[src/rtl/im_pkg.sv]
// Shared constants and types for the instruction-memory loader slice.
package im_pkg;
  localparam int          IM_DEPTH  = 32;
  localparam int          IM_ADDR_W = 5;
  localparam int          INST_W    = 32;
  // addi x0,x0,0 -- used by whoever pre-fills the IM before a load
  localparam logic [31:0] NOP       = 32'h0000_0013;

  typedef enum logic [1:0] {
    IDLE  = 2'd0,
    LOAD  = 2'd1,
    WRITE = 2'd2,
    DONE  = 2'd3
  } ld_state_e;
endpackage

[src/rtl/im_loader_if.sv]
// Byte-stream valid/ready channel feeding the loader.
interface im_loader_if;
  logic       byte_valid;
  logic [7:0] byte_data;
  logic       byte_ready;

  modport master (output byte_valid, output byte_data, input  byte_ready);
  modport slave  (input  byte_valid, input  byte_data, output byte_ready);
endinterface

[src/rtl/im_word_assembler.sv]
// Collects four stream bytes into one little-endian instruction word.
module im_word_assembler
  import im_pkg::*;
(
  input  logic              clk,
  input  logic              rst_n,
  input  logic              clr_i,
  input  logic              load_i,
  input  logic [7:0]        byte_i,
  output logic [INST_W-1:0] word_o,
  output logic              word_full_o
);
  logic [1:0]        bcnt_q;
  logic [INST_W-1:0] word_q;

  // Byte position counter; wraps 3->0 so the next word starts at lane 0.
  always_ff @(posedge clk) begin
    if (!rst_n || clr_i) bcnt_q <= 2'd0;
    else if (load_i)     bcnt_q <= bcnt_q + 2'd1;
  end

  // Insert the accepted byte into its lane; the word stays stable otherwise.
  always_ff @(posedge clk) begin
    if (!rst_n)      word_q <= '0;
    else if (load_i) word_q[{bcnt_q, 3'b000} +: 8] <= byte_i;
  end

  assign word_o      = word_q;
  assign word_full_o = load_i && (bcnt_q == 2'd3);
endmodule

[src/rtl/im_loader.sv]
// Boot-time IM loader: streams bytes into words, writes them from address 0,
// and holds the core until the requested word count is in memory.
module im_loader
  import im_pkg::*;
#(
  parameter int ADDR_W = IM_ADDR_W,
  parameter int DEPTH  = IM_DEPTH
) (
  input  logic              clk,
  input  logic              rst_n,
  input  logic              start,
  input  logic [ADDR_W:0]   n_words,
  im_loader_if.slave        bs,
  output logic              we_o,
  output logic [ADDR_W-1:0] waddr_o,
  output logic [INST_W-1:0] wdata_o,
  output logic              cpu_hold,
  output logic              done,
  output logic              err
);
  localparam logic [ADDR_W:0] DEPTH_W = (ADDR_W + 1)'(DEPTH);
  localparam logic [ADDR_W:0] ONE_W   = (ADDR_W + 1)'(1);

  ld_state_e         state_q, state_d;
  logic [ADDR_W:0]   n_q, wcnt_q, wcnt_inc;
  logic [ADDR_W-1:0] waddr_q;
  logic              err_q, hold_q;
  logic              legal, idle_or_done, start_ok, start_bad;
  logic              accept, word_full;

  assign legal        = (n_words != '0) && (n_words <= DEPTH_W);
  assign idle_or_done = (state_q == IDLE) || (state_q == DONE);
  assign start_ok     = start && legal && idle_or_done;
  assign start_bad    = start && !legal && idle_or_done;
  assign accept       = bs.byte_valid && bs.byte_ready;
  // Counter is one bit wider than the address so n_words=DEPTH never wraps.
  assign wcnt_inc     = wcnt_q + ONE_W;

  im_word_assembler u_asm (
    .clk         (clk),
    .rst_n       (rst_n),
    .clr_i       (start_ok),
    .load_i      (accept),
    .byte_i      (bs.byte_data),
    .word_o      (wdata_o),
    .word_full_o (word_full)
  );

  // State register.
  always_ff @(posedge clk) begin
    if (!rst_n) state_q <= IDLE;
    else        state_q <= state_d;
  end

  // Next-state logic.
  always_comb begin
    state_d = state_q;
    case (state_q)
      IDLE, DONE: if (start_ok)  state_d = LOAD;
      LOAD:       if (word_full) state_d = WRITE;
      WRITE:      state_d = (wcnt_inc == n_q) ? DONE : LOAD;
      default:    state_d = IDLE;
    endcase
  end

  // Outputs decoded from state; write strobe is suppressed while reset is held.
  always_comb begin
    bs.byte_ready = (state_q == LOAD);
    we_o          = (state_q == WRITE) && rst_n;
    done          = (state_q == DONE);
  end

  // Datapath registers: word count, write address, error flag and core hold.
  always_ff @(posedge clk) begin
    if (!rst_n) begin
      n_q     <= '0;
      wcnt_q  <= '0;
      waddr_q <= '0;
      err_q   <= 1'b0;
      hold_q  <= 1'b1;
    end else begin
      hold_q <= (state_d != DONE);
      if (start_ok) begin
        n_q    <= n_words;
        wcnt_q <= '0;
        err_q  <= 1'b0;
      end else if (start_bad) begin
        err_q  <= 1'b1;
      end
      if (state_q == WRITE) wcnt_q  <= wcnt_inc;
      if (state_d == WRITE) waddr_q <= wcnt_q[ADDR_W-1:0];
    end
  end

  assign waddr_o  = waddr_q;
  assign cpu_hold = hold_q;
  assign err      = err_q;
endmodule

[src/flat_wrapper.sv]
// flat-port wrapper written by rule: the top's interface ports become plain ports
module im_loader_flat import im_pkg::*;
#(
  parameter int ADDR_W = IM_ADDR_W,
  parameter int DEPTH  = IM_DEPTH
)
  (clk, rst_n, start, n_words, we_o, waddr_o, wdata_o, cpu_hold, done, err, bs_byte_valid, bs_byte_data, bs_byte_ready);
  im_loader_if bs_i ();
  input  logic clk;
  input  logic rst_n;
  input  logic start;
  input  logic [ADDR_W:0] n_words;
  output logic we_o;
  output logic [ADDR_W-1:0] waddr_o;
  output logic [INST_W-1:0] wdata_o;
  output logic cpu_hold;
  output logic done;
  output logic err;
  input wire logic [$bits(bs_i.byte_valid)-1:0] bs_byte_valid;
  input wire logic [$bits(bs_i.byte_data)-1:0] bs_byte_data;
  output wire logic [$bits(bs_i.byte_ready)-1:0] bs_byte_ready;
  assign bs_i.byte_valid = bs_byte_valid;
  assign bs_i.byte_data = bs_byte_data;
  assign bs_byte_ready = bs_i.byte_ready;
  im_loader #(.ADDR_W(ADDR_W), .DEPTH(DEPTH)) u_core (.clk(clk), .rst_n(rst_n), .start(start), .n_words(n_words), .bs(bs_i), .we_o(we_o), .waddr_o(waddr_o), .wdata_o(wdata_o), .cpu_hold(cpu_hold), .done(done), .err(err));
endmodule
[config.mk]
export PLATFORM = sky130hd
export DESIGN_NAME = im_loader_flat
export DESIGN_NICKNAME = d
export VERILOG_FILES = /design/src/rtl/im_pkg.sv /design/src/rtl/im_loader_if.sv /design/src/rtl/im_word_assembler.sv /design/src/rtl/im_loader.sv /design/src/flat_wrapper.sv
export SDC_FILE = /design/constraint.sdc
export NUM_CORES = 1
export LEC_CHECK = 0
export BUFFER_PORTS_ARGS = -buffer_cell sky130_fd_sc_hd__buf_2
export CAP_MARGIN = 20
export CORE_UTILIZATION = 55
export DETAILED_ROUTE_END_ITERATION = 10
export GPL_TIMING_DRIVEN = 0
export PLACE_DENSITY = 0.83
export SLEW_MARGIN = 10
export SYNTH_ARGS = -nofsm -noshare
export SYNTH_HDL_FRONTEND = slang
export SYNTH_SLANG_ARGS = --single-unit
[constraint.sdc]
create_clock -name clk -period 3.2 [get_ports clk]
set_input_delay 0.32 -clock clk [delete_from_list [all_inputs] [get_ports clk]]
set_output_delay 0.32 -clock clk [all_outputs]
set_load 0.03 [all_outputs]
==> summary by stage, run 1 <==
Status
The flow ran to the end, and the final reports show no timing, DRC or antenna violations.

Final layout
After routing the design area is 2902 µm². The area overhead of the layout relative to synthesis is 18.14%. After the last flow step, the layout net total stands at 343. The share of final-layout standard cells stronger than drive strength 1 is 24.29%. The antenna cell count is 0.

Counting the fill cells in the layout gives 325.

Synth
The number of different library cells used by synthesis comes to 36. The proportion of netlist area held by the largest area contributor is 44.83%. Dividing the synthesized area by the synthesized cell count gives about 9.7 µm². During synthesis, Yosys emitted a total of 0 warnings. The number of nets handed over by synthesis was 279. The count of flip-flops with a built-in enable after synthesis is 0. The number of synthesized register bits is 55.

The async set-reset flop share out of synthesis is 0%. Summed over all instances, the cell type with the most area after synthesis is dfxtp_1. Yosys instantiated no cell more often than dfxtp_1.

Sorting the synthesized cells by area gives the leading types as dfxtp_1, nor2b_1, a22oi_1. In the synthesized netlist the dominant register cell turns out to be dfxtp_1. After synthesis the cells add up to 2456 µm². The share of the Yosys chip area taken by registers is 44.83%. Synthesis produced 252 cells. The commonest cells after synthesis are dfxtp_1, nor2b_1, a22oi_1.

Power and ir drop
The proportion of power drawn by the clock network is 23.6%. In this run the power spent charging and discharging nets is around 0.6 mW. The internal power component is 1.083 mW. Power spread over the standard cell area amounts to ~580 nW/µm². Of the total power, the share spent switching nets is 35.57%. The combinational fraction of design power is between 30% and 40%. The worst IR drop on VDD is 0.3333 mV. Of the total power, registers draw 45.6%. The leakage power summed over all cells is 1.156 nW.

Critical path
The startpoint identified for the worst register-to-register timing path is u_core.state_q[0]$_SDFF_PN0_. Broken down by cell family, the worst path's largest delay share belongs to simple AND/OR/NAND/NOR gates. STA classifies the critical path startpoint as a flop.

Tracing the worst setup path back leads to its startpoint at u_core.state_q[0]$_SDFF_PN0_. For the worst setup path, the data arrival time is 2660 ps. The sum of buffers and inverters on the critical path is 3.

The cell with the most instances on the worst path is inv_1. In this run the worst path has a maximum fanout of 10. The signal on the critical path passes through inv_1, ha_1, clkbuf_1, inv_1, nor4_1, a31oi_1, nor4_4, mux2i_1. The path type of the worst setup path is flop to flop. The cell with the largest stage delay on the worst path is nor4_4. The worst setup path is captured at a flop. For the worst setup path, the data required time is 3450 ps. The critical path's largest stage delay is 400 ps.

Route
The count of nets left with antenna violations once routing finished came out at 0. In the routed layout, each cell is associated on average with a via count of roughly 5.7. Wires add up to 5539 µm. The remaining routing DRC violations is 0.

For this block, the initial DRC count from the detailed router was 127. Dividing the detail-routed wire length by the instance count gives ~15 µm. Detailed routing inserted a total of 2090 vias. The first TritonRoute pass finished after 4 iterations.

STA
The share of the clock period used by the worst path after layout is 75.37%. The final-layout setup total negative slack is 0 ps. The minimum clock period is 2412 ps.

The worst-case clock skew is 8.736 ps. The transition time at the pin with the least slew margin is around 940 ps. Setup violations remaining at the end of the flow were counted as 0.

Setup repair after global routing left no endpoint under its margin. The final max-slew violation count was 0. In this run the tightest slew margin relative to its limit is 36.77%.

The count of endpoints failing hold in the final timing report is 0. The highest clock rate is 414.6 MHz.

Clocking
The number of buffers inserted for hold repair after clock tree synthesis is 0. The TritonCTS buffer count is 5. The count of buffers added by post-CTS timing repair for setup is 0. The library cell used as clock root buffer is clkbuf_8. The clock edge transition at the registers on the reported setup and hold paths is 100 ps. The number of gates resized after CTS is 0.

CTS built an H-tree with a depth of 2. The maximum clock insertion buffer count is 2. The CTS sink count is 55. The clock tree from TritonCTS is done. The clock reaches the later pin of the worst-skew pair after 320 ps.

Floorplanning
In this run the core area contains 23 standard-cell rows. Measured along the x axis, the die boundary spans roughly 69 µm. The die covers 4737 µm².

The die boundary height is just under 70 µm. During I/O placement, the number of pins put on the boundary was 60. The core footprint is 4144 µm². Once the floorplan was initialized, standard cells occupied 59.27% of the core.

Global routing
In the global route stage, overall resource usage came out at 24.39%. The pin count of the biggest net entering global routing is 19. The wire length of the first global-routing pass is 8321 µm. The initial antenna violation count was 0.

Global routing finished with a remaining overflow of 0. The via count of the first global-routing pass is around 1.7k.

Flow run
The tool flagged a number of max-cap violations equal to 0.

Place
In this run the tool buffered the top-level ports with 57 buffer cells. Once placement finished, the instance area stood at 2810 µm². The HPWL after detailed placement is 4027 µm. The final weighted congestion of routability-driven global placement is roughly 0.85.

Worst hold path
The tightest min-delay check is of the input port to flop type. The critical hold path startpoint is start.
cells in the final DEF (no fill, tap or decap), drive strengths merged:
cell type | Yosys | layout
buf | 4 | 61
dfxtp | 55 | 55
nor2b | 39 | 39
a22oi | 32 | 32
nand2 | 19 | 19
clkbuf | 7 | 12
mux2i | 10 | 10
ha | 9 | 9
nand3 | 8 | 8
nor2 | 7 | 7
o21ai | 7 | 7
inv | 6 | 7
a21boi | 6 | 6
xnor2 | 5 | 5
and2 | 4 | 4
a21oi | 4 | 4
xor2 | 4 | 4
nor3 | 4 | 4
nor4b | 3 | 3
nor4 | 3 | 3
o21a | 2 | 2
or3 | 2 | 2
nand3b | 2 | 2
or4 | 2 | 2
clkinv | 0 | 2
o22ai | 1 | 1
and3b | 1 | 1
o21bai | 1 | 1
o221ai | 1 | 1
o31ai | 1 | 1
a21o | 1 | 1
a31oi | 1 | 1
nand2b | 1 | 1
worst paths after layout:
path	slack (ps)	to	cells past startpoint
setup / recovery	790	u_core.waddr_o[3]$_SDFFE_PN0N_	8
hold / removal	260	u_core.err$_SDFFE_PP0P_	3
setup reg to reg	790	u_core.waddr_o[3]$_SDFFE_PN0N_	8
hold reg to reg	460	u_core.waddr_o[4]$_SDFFE_PN0N_	2
logic make-up after synthesis:
| kind of cell | Yosys count | synth area share, % |
|---|---|---|
| AO/OA/AOI/OAI | 57 | 16.25 |
| adder cells (fa/ha/maj) | 9 | 4.585 |
| AND/OR/NAND/NOR | 95 | 23.99 |
| flip-flops | 55 | 44.83 |
| buffers and inverters | 17 | 3.056 |
| multiplexers | 10 | 4.076 |
| XOR/XNOR | 9 | 3.209 |
power groups by stage:
stage	Combinational [mW]	Sequential [mW]	Clock, mW
finish	0.519	0.766	0.397
global route	0.562	0.772	0.429
CTS	0.519	0.766	0.399
detailed placement	0.513	0.782	0
global placement	0.501	0.779	0
floorplan	0.366	0.808	0
area by class of cell:
class	count	area (µm²)	share of cell area, %
clock inverter	3	22.52	0.7762
clock buffer	5	68.82	2.372
timing repair buffer	57	285.3	9.832
multi-input combinational	180	1286	44.33
tap	50	62.56	2.156
sequential	55	1101	37.95
buffer	11	52.55	1.811
inverter	6	22.52	0.7762
through the flow:
| stage | power (mW) | utilization [%] | std cells | worst slack, ps | hold WS (ps) |
|---|---|---|---|---|---|
| floorplan | 1.174 | - | 252 | 1058 | 460.6 |
| global placement | 1.280 | 67.66 | 359 | 573.9 | 442.2 |
| detailed placement | 1.294 | 67.81 | 359 | 840.1 | 447.9 |
| CTS | 1.683 | 70.02 | 367 | 777.5 | 259.7 |
| global route | 1.763 | 70.02 | 367 | 605.5 | 280.3 |
| finish | 1.681 | 70.02 | 367 | 788.1 | 255.6 |
tightest hold or removal path, delay by kind of cell:
kind                   cells  cell delay (ps)
AOI/OAI and AO/OA          1               60
buffers and inverters      1               90
and+or+nand+nor            1               70
flip-flops by register name, indices dropped and copies added, names as in the netlist:
signal               flops
u_core.u_asm.bcnt_q      2
u_core.wcnt_q            6
u_core.waddr_o           5
u_core.err               1
u_core.cpu_hold          1
u_core.u_asm.word_o     32
u_core.state_q           2
u_core.n_q               6
layer usage:
layer / global-route usage [%] / wire length [µm] / part of all wire [%]
met1: 34.28 / 2554 / 46
met2: 35.78 / 2481 / 45
met4: 8.418 / 80 / 1.4
met5: 0 / 0 / 0
met3: 6.579 / 421 / 7.6
(Power assumes the default switching activity.)
==> run 2: changes to the inputs <==
--- a/config.mk
+++ b/config.mk
@@ -5,12 +5,13 @@
 export SDC_FILE = /design/constraint.sdc
 export NUM_CORES = 1
 export LEC_CHECK = 0
+export ABC_AREA = 1
 export BUFFER_PORTS_ARGS = -buffer_cell sky130_fd_sc_hd__buf_2
 export CAP_MARGIN = 20
-export CORE_UTILIZATION = 55
+export CORE_UTILIZATION = 53
 export DETAILED_ROUTE_END_ITERATION = 10
 export GPL_TIMING_DRIVEN = 0
-export PLACE_DENSITY = 0.83
+export PLACE_DENSITY = 0.8
 export SLEW_MARGIN = 10
 export SYNTH_ARGS = -nofsm -noshare
 export SYNTH_HDL_FRONTEND = slang
==> constraint.sdc (replaced) <==
create_clock -name clk -period 2.3 [get_ports clk]
set_input_delay 0.23 -clock clk [delete_from_list [all_inputs] [get_ports clk]]
set_output_delay 0.23 -clock clk [all_outputs]
set_load 0.03 [all_outputs]
==> run 2 against run 1 <==
  * Total power rose by 71%
  * Cell count rose by 29%
  * Highest routed layer unchanged
  * Hold slack got worse by 100 ps
  * First-iteration DRC count rose by 11%
  * Sequential share of layout area fell by 2.0 points
  * Clock skew fell by 1.9 ps
  * Synthesized area rose by 5.0%
  * Fmax rose by 17%
  * Critical endpoint is now u_core.u_asm.word_o[2]$_SDFFE_PN0P_
  * Synthesized cell count rose by 40%
  * Global-route usage rose by 0.64 points
==> summary by stage, run 2 <==
Clocking
The clock tree from TritonCTS is done. The library cell used as clock root buffer is clkbuf_8. The maximum clock insertion buffer count is 2. In this run, CTS created clock tree buffers numbering 5. Once the clock tree was built, the setup fixing pass inserted 0 buffers. The CTS sink count is 55. After clock tree synthesis, the clock-pin slew on the worst setup and hold paths is 100 ps. The number of hold buffers added after CTS was 0. In this run the number of H-tree levels came out at 2. Post-CTS repair changed the size of 0 cells. The insertion delay of the later-clocked pin in the worst-skew pair is 320 ps.

Critical path
The highest fanout seen on the critical path is 10. In this run the worst setup path terminates at u_core.u_asm.word_o[2]$_SDFFE_PN0P_. STA classifies the critical path startpoint as a flop.

In this run the register-to-register setup slack is ~240 ps. In this run the critical register-to-register path is captured at u_core.u_asm.word_o[2]$_SDFFE_PN0P_. The path type of the worst setup path is flop to flop.

The startpoint of the worst register-to-register path is u_core.u_asm.bcnt_q[0]$_SDFFE_PP0P_. STA puts the critical path data arrival time at ~2300 ps. The cell depth of the worst flop-to-flop path is 8. The endpoint kind of the worst setup timing path is a flop.

The critical path data required time is 2550 ps. The critical path starts at u_core.u_asm.bcnt_q[0]$_SDFFE_PP0P_.

STA
Dividing the final minimum period by the clock period gives around 90%. The count of endpoints failing hold in the final timing report is 0. Setup repair after global routing left no endpoint under its margin. The final max-slew violation count is 0.

The transition time at the pin with the least slew margin is ~500 ps. After routing, the total negative slack on setup checks comes to 0 ps. Based on the critical path, the design can be clocked at up to 484.8 MHz. Setup violations remaining at the end of the flow were counted as 0. The worst slew slack as a fraction of its limit is 66.41%. On the final layout, the worst clock skew is 6.860 ps.

The minimum clock period is roughly 2100 ps.

Synth
The number of different library cells used by synthesis comes to 35. The synthesized design devotes to its leading area cell type a little over two fifths of total area. The area of the mapped netlist is between 2000 and 3000 µm².

After technology mapping, the gate count stands at between 300 and 400. In this run, synthesis produced a sequential element count of 55. The async set-reset flop share out of synthesis is 0%. Counting every net in the synthesized netlist gives around 380. After synthesis, the most frequently instantiated cells are nand2_1, dfxtp_1, a21oi_1.

nand2_1 is the most common cell in the netlist. The leading area contributor after synthesis is dfxtp_1. The predominant post-synthesis flop cell is dfxtp_1. The number of warnings issued by yosys is 0.

In the post-synthesis netlist, the biggest area contributors are dfxtp_1, nand2_1, a21oi_1. A synthesized cell averages 7.326 µm². The count of flip-flops with a built-in enable after synthesis is 0. The share of the Yosys chip area taken by registers is 42.70%.

Route
The length of routed met3 wiring is 331 µm. The number of antenna-violating nets in the routed design is 0. The uppermost layer routed is met4. Summed over all layers, the routed wires come to 6039 µm.

The first detailed-routing pass took 4 iterations. The met1 wire length is 2554 µm. The routed via count divided by cell count is 5.220. The routed layout has 2469 vias. In the routed design, unresolved DRC markers number 0. The wire length on met2 is 3033 µm. The DRC marker count from the first detailed-route iteration is 141. In the final routed layout, each cell accounts on average for 12.77 µm.

Power and ir drop
In this run the power density over the cells is about 940 nW/µm². The worst IR drop on VDD is 0.4724 mV. The overall power is 2.873 mW. In this run the static leakage power is 1.391 nW.

Floorplanning
The full die area is 5149 µm². The die width is roughly 70 µm. The floorplan has 25 rows. The number of top-level pins is 60.

Measured along the y axis, the die boundary spans 71.76 µm. Once the floorplan was initialized, standard cells occupied 54.96% of the core. After floorplanning, the core was sized to cover about 4700 µm².

Final layout
The number of fill cells in the layout is 444. Summing all multi-input logic gate instances after layout gives 1250 µm². The number of nets at the end of the flow is 445. Summing all flip-flop and latch instances after layout gives 1101 µm². The antenna cell count is 0. Leaving out fill and tap cells, the most frequent cell in the layout is nand2_1. The register with the most flip-flops in the layout has 32 of them. In the layout the commonest cells are nand2_1, buf_2, dfxtp_1, a21oi_1, inv_1.

The area overhead of the layout relative to synthesis is 18.78%. In the final layout, the share of cells above drive strength 1 is 21.24%.

Global routing
The via count of the first global-routing pass is 2354. The first global-routing pass estimated 10160 µm of wire. The initial antenna violation count is 0. Global routing finished with a remaining overflow of 0.

The total global routing track utilization is 25.04%. Entering global routing, the biggest net connects 18 pins.

Flow run
The tool flagged a number of max-cap violations equal to 0.

Place
Detailed placement ended at an HPWL of between 4000 and 5000 µm. The final weighted congestion of routability-driven global placement is roughly 0.90. Port buffering added 59 buffers.

Worst hold path
Along the worst hold path, the cell count comes to 3. In this run the worst hold path is classified as input port to flop.

Status
The flow ran to the end, and the final reports show no timing, DRC or antenna violations.
run 2: changes by cell type after synthesis, sizes merged, moves of 6 or more:
| cell | before | now |
|---|---|---|
| a21boi | 6 | 0 |
| a21oi | 4 | 41 |
| inv | 6 | 40 |
| o21ai | 7 | 15 |
| a22oi | 32 | 0 |
| nand2 | 19 | 91 |
| nand3 | 8 | 21 |
| mux2i | 10 | 0 |
| nor2 | 7 | 33 |
| nand4 | 0 | 8 |
| nor2b | 39 | 0 |
run 2: cell type report:
cell class | instances | share of cell area, %
clock inverter | 2 | 1.266
buffer | 13 | 2.124
tap | 54 | 2.206
sequential | 55 | 35.95
timing repair buffer | 59 | 9.641
multi-input combinational | 241 | 40.81
inverter | 43 | 5.310
clock buffer | 6 | 2.696
run 2: kinds of logic (layout without fill, tap and decap cells):
logic type                 Yosys count  count (layout)  share of synthesized area (%)
DFF                                 55              55                          42.70
buffers and inverters               56             123                          8.830
AOI/OAI and AO/OA                   68              68                          14.65
adders and majority gates            9               9                          4.367
and+or+nand+nor                    163             163                          29.11
xor gates and xnor gates             1               1                         0.3397
run 2: metrics by stage:
stage               setup WS (ps)  instance area [µm²]  std cells  util (%)  hold WS (ps)
floorplan                   476.1                 2579        352         -         364.9
global placement            328.7                 2942        465     62.69         451.1
detailed placement          284.9                 2942        465     62.69         448.4
CTS                         242.8                 3063        473     65.28         145.9
global route                45.96                 3063        473     65.28         167.0
finish                      237.3                 3063        473     65.28         153.1
run 2: routing by layer:
metal	global-route usage, %	vias to the layer above
met5	0	-
met4	9.368	0
met3	4.641	14
met2	44.86	63
met1	29.68	1119
li1	-	1273
run 2: worst min-delay path by stage:
stage,from,end,slack (ps)
floorplan,n_words[0],u_core.n_q[0]$_SDFFE_PN0P_,360
global placement,u_core.u_asm.word_o[22]$_SDFFE_PN0P_,u_core.u_asm.word_o[22]$_SDFFE_PN0P_,450
detailed placement,u_core.u_asm.word_o[19]$_SDFFE_PN0P_,u_core.u_asm.word_o[19]$_SDFFE_PN0P_,450
CTS,n_words[0],u_core.n_q[0]$_SDFFE_PN0P_,150
global route,bs_byte_data[7],u_core.u_asm.word_o[7]$_SDFFE_PN0P_,170
finish,n_words[0],u_core.n_q[0]$_SDFFE_PN0P_,150
run 2: power by group:
part | switching (mW) | internal, mW | total, mW
Sequential | 0.0610 | 1.06 | 1.12
Combinational | 0.730 | 0.331 | 1.06
Clock | 0.330 | 0.359 | 0.689
Total | 1.12 | 1.75 | 2.87
run 2: critical path, cell delays in order (launching register included):
cell     delay [ps]
dfxtp_1         510
inv_2           150
ha_1            330
buf_2           190
nor2_1          100
inv_1            40
nor2_1          380
nand3_1         150
a21oi_1         150
==> run 3: changes to the inputs <==
--- a/config.mk
+++ b/config.mk
@@ -8,6 +8,7 @@
 export ABC_AREA = 1
 export BUFFER_PORTS_ARGS = -buffer_cell sky130_fd_sc_hd__buf_2
 export CAP_MARGIN = 20
+export CORE_MARGIN = 2
 export CORE_UTILIZATION = 53
 export DETAILED_ROUTE_END_ITERATION = 10
 export GPL_TIMING_DRIVEN = 0
==> run 3 against run 2 <==
  * Register-to-register slack about the same
  * Via count is 0.32% higher
  * Clock power decreased by 19%
  * Largest power group unchanged
  * Fmax is 0.38% lower
  * Cell count stayed put
  * Non-clock buffer count did not move
  * Highest routed layer unchanged
  * Sequential share of layout area grew 0.31 points
  * Critical path depth did not move
  * Clock skew grew 1.2 ps
  * Count of clock-buffer cells in the layout grew 1
  * Setup slack got worse by 7.8 ps
==> summary by stage, run 3 (same netlist as run 2, synthesis figures left out) <==
Power and ir drop
The worst IR drop on VDD is 0.5071 mV. Summing internal, switching and leakage power gives 2.739 mW. In this run the power density over the cells is between 900 and 1000 nW/µm².

The analysis attributes to cell leakage a power of around 1.4 nW.

Route
After detailed routing, the number of vias per cell comes to 5.237. After detailed routing, the total wire length is 6006 µm. The count of vias placed by the detailed router is 2477. The number of antenna-violating nets in the routed design is 0.

In the final routed layout, each cell accounts on average for roughly 13 µm. For this block, the initial DRC count from the detailed router was 142. The total iterations of the first detailed-routing run is 4.

The remaining routing DRC violations is 0.

Clocking
Buffers inserted to repair hold after CTS numbered 0. Clock tree synthesis found a total of 55 sinks. The number of gates resized after CTS is 0. No sink is reached through more buffers than the 2 on the longest clock path. TritonCTS built the clock tree. Clock-pin slew was measured on the worst setup and hold paths at 100 ps. The count of buffers added by post-CTS timing repair for setup is 0. The library cell used as clock root buffer is clkbuf_8. Buffers inserted during clock tree synthesis total 5. Clock latency on the worst-skew pair, taken at its later pin, is 310 ps. The H-tree was split into 2 levels.

Final layout
The library cells used most frequently in the layout, excluding fill and tap cells, are nand2_1, buf_2, dfxtp_1, a21oi_1, inv_1. The antenna cell count is 0. The commonest non-fill, non-tap cell in the layout is nand2_1. Registers take 1101 µm². In the final layout, the share of cells above drive strength 1 is 21.00%.

The flip-flop count of the largest register after layout is 32. The number of fill cells in the layout is 444. Leaving out filler cells and counting taps, the final layout contains 473.

The multi-input combinational cells in the finished layout cover a total of 1250 µm². The area overhead of the layout relative to synthesis is 17.76%. The number of nets at the end of the flow is 445.

STA
The clock period could shrink to 2071 ps. In this run the tightest slew margin relative to its limit is 65.35%. The final max-slew violation count is 0. The count of endpoints failing hold in the final timing report is 0. The transition time at the pin with the least slew margin is 519.7 ps. The highest clock rate is 483.0 MHz. Across the routed clock network, the largest skew measured is 8.051 ps.

The final hold slack is 164.0 ps. The final-layout setup total negative slack is 0 ps. The share of the clock period used by the worst path after layout is 90.02%.

The total setup violations reported at the end of the flow is 0. Across all setup checks in the final design, the least slack found is 229.4 ps. Setup repair after global routing left no endpoint under its margin.

Critical path
The most numerous cell type found on the critical path is nor2_1. In this design, the largest share of critical-path delay is due to simple AND/OR/NAND/NOR gates. The signal on the critical path passes through inv_2, ha_1, buf_2, nor2_1, inv_1, nor2_1, nand3_1, a21oi_1. The number of buffers and inverters on the critical path is 3. The highest fanout seen on the critical path is 10. The cell with the largest stage delay on the worst path is dfxtp_1. The startpoint type of the worst setup path is a flop. The critical path arrival is 2320 ps. In this run the worst setup path begins at u_core.u_asm.bcnt_q[0]$_SDFFE_PP0P_.

The endpoint kind of the worst setup timing path is a flop. In this design, the stage delay of the slowest critical-path cell is 510 ps. The worst register-to-register path begins at u_core.u_asm.bcnt_q[0]$_SDFFE_PP0P_.

Data on the critical path is required at its endpoint by roughly 2600 ps. By startpoint and endpoint, the worst setup path is classified as flop to flop.

Global routing
The initial antenna violation count is 0. The wire length of the first global-routing pass is 9825 µm. The via count of the first global-routing pass is 2280. The total global routing track utilization is approximately a quarter. Global routing finished with a remaining overflow of 0. The pin count of the biggest net entering global routing is 17.

Place
The number of buffer cells added on primary ports is 59. Prior to clock tree synthesis, the placed netlist has a worst setup slack of 283.1 ps. The final weighted congestion of routability-driven global placement is 0.9315.

Summed over all nets, the half-perimeter wirelength after detailed placement is about 4500 µm. The cell count after placement is 465.

Floorplanning
The effective utilization at floorplan is 54.96%. The number of top-level pins is 60. The full die area is 5440 µm². The die width is approximately 74 µm. The floorplan has 25 rows. Measured along the y axis, the die boundary spans 73.76 µm.

The core footprint is between 4000 and 5000 µm².

Flow run
The number of max-capacitance violations reported is 0.

Status
The run finished with clean final reports.

Worst hold path
In this run the worst hold path is classified as input port to flop. The critical hold path startpoint is n_words[0].
run 3: cell count changes in the layout (fill, tap and decap cells not counted):
cell / before / now
inv_6: 1 / 0
bufinv_16: 1 / 0
clkinv_4: 0 / 1
clkbuf_1: 7 / 8
run 3: path summary, 6_finish.rpt:
kind / to / slack (ps) / cells after the start
hold / removal: u_core.n_q[0]$_SDFFE_PN0P_ / 160 / 3
hold reg to reg: u_core.u_asm.word_o[18]$_SDFFE_PN0P_ / 470 / 2
setup / recovery: u_core.u_asm.word_o[5]$_SDFFE_PN0P_ / 230 / 8
setup reg to reg: u_core.u_asm.word_o[5]$_SDFFE_PN0P_ / 230 / 8
run 3: area by class of cell:
cell class | count | area share (%)
multi-input combinational | 241 | 41.16
sequential | 55 | 36.26
timing repair buffer | 59 | 9.724
inverter | 43 | 5.356
clock buffer | 7 | 2.843
tap | 54 | 2.225
buffer | 13 | 2.143
clock inverter | 1 | 0.2884
run 3: routing by layer:
metal / track usage, % / part of all wire (%) / up-vias
li1: - / - / 1277
met1: 28.02 / 43 / 1137
met2: 41.96 / 51 / 59
met3: 5.213 / 5.2 / 4
met4: 6.869 / 0.73 / 0
met5: 0 / 0 / -
run 3: per-stage QoR:
step | utilization [%] | instance area, µm²
finish | 64.72 | 3037
global route | 64.72 | 3037
CTS | 64.72 | 3037
detailed placement | 62.69 | 2942
global placement | 62.69 | 2942
floorplan | - | 2579
run 3: report_power, final:
group / internal (mW) / switching [mW] / leakage [nW] / total [mW]
Combinational: 0.331 / 0.726 / 0.883 / 1.06
Clock: 0.247 / 0.311 / 0.0484 / 0.558
Sequential: 1.06 / 0.0619 / 0.446 / 1.12
run 3: worst register-to-register path, cell delays in order (launching register included):
cell	delay [ps]
dfxtp_1	510
inv_2	160
ha_1	340
buf_2	190
nor2_1	100
inv_1	40
nor2_1	390
nand3_1	150
a21oi_1	140
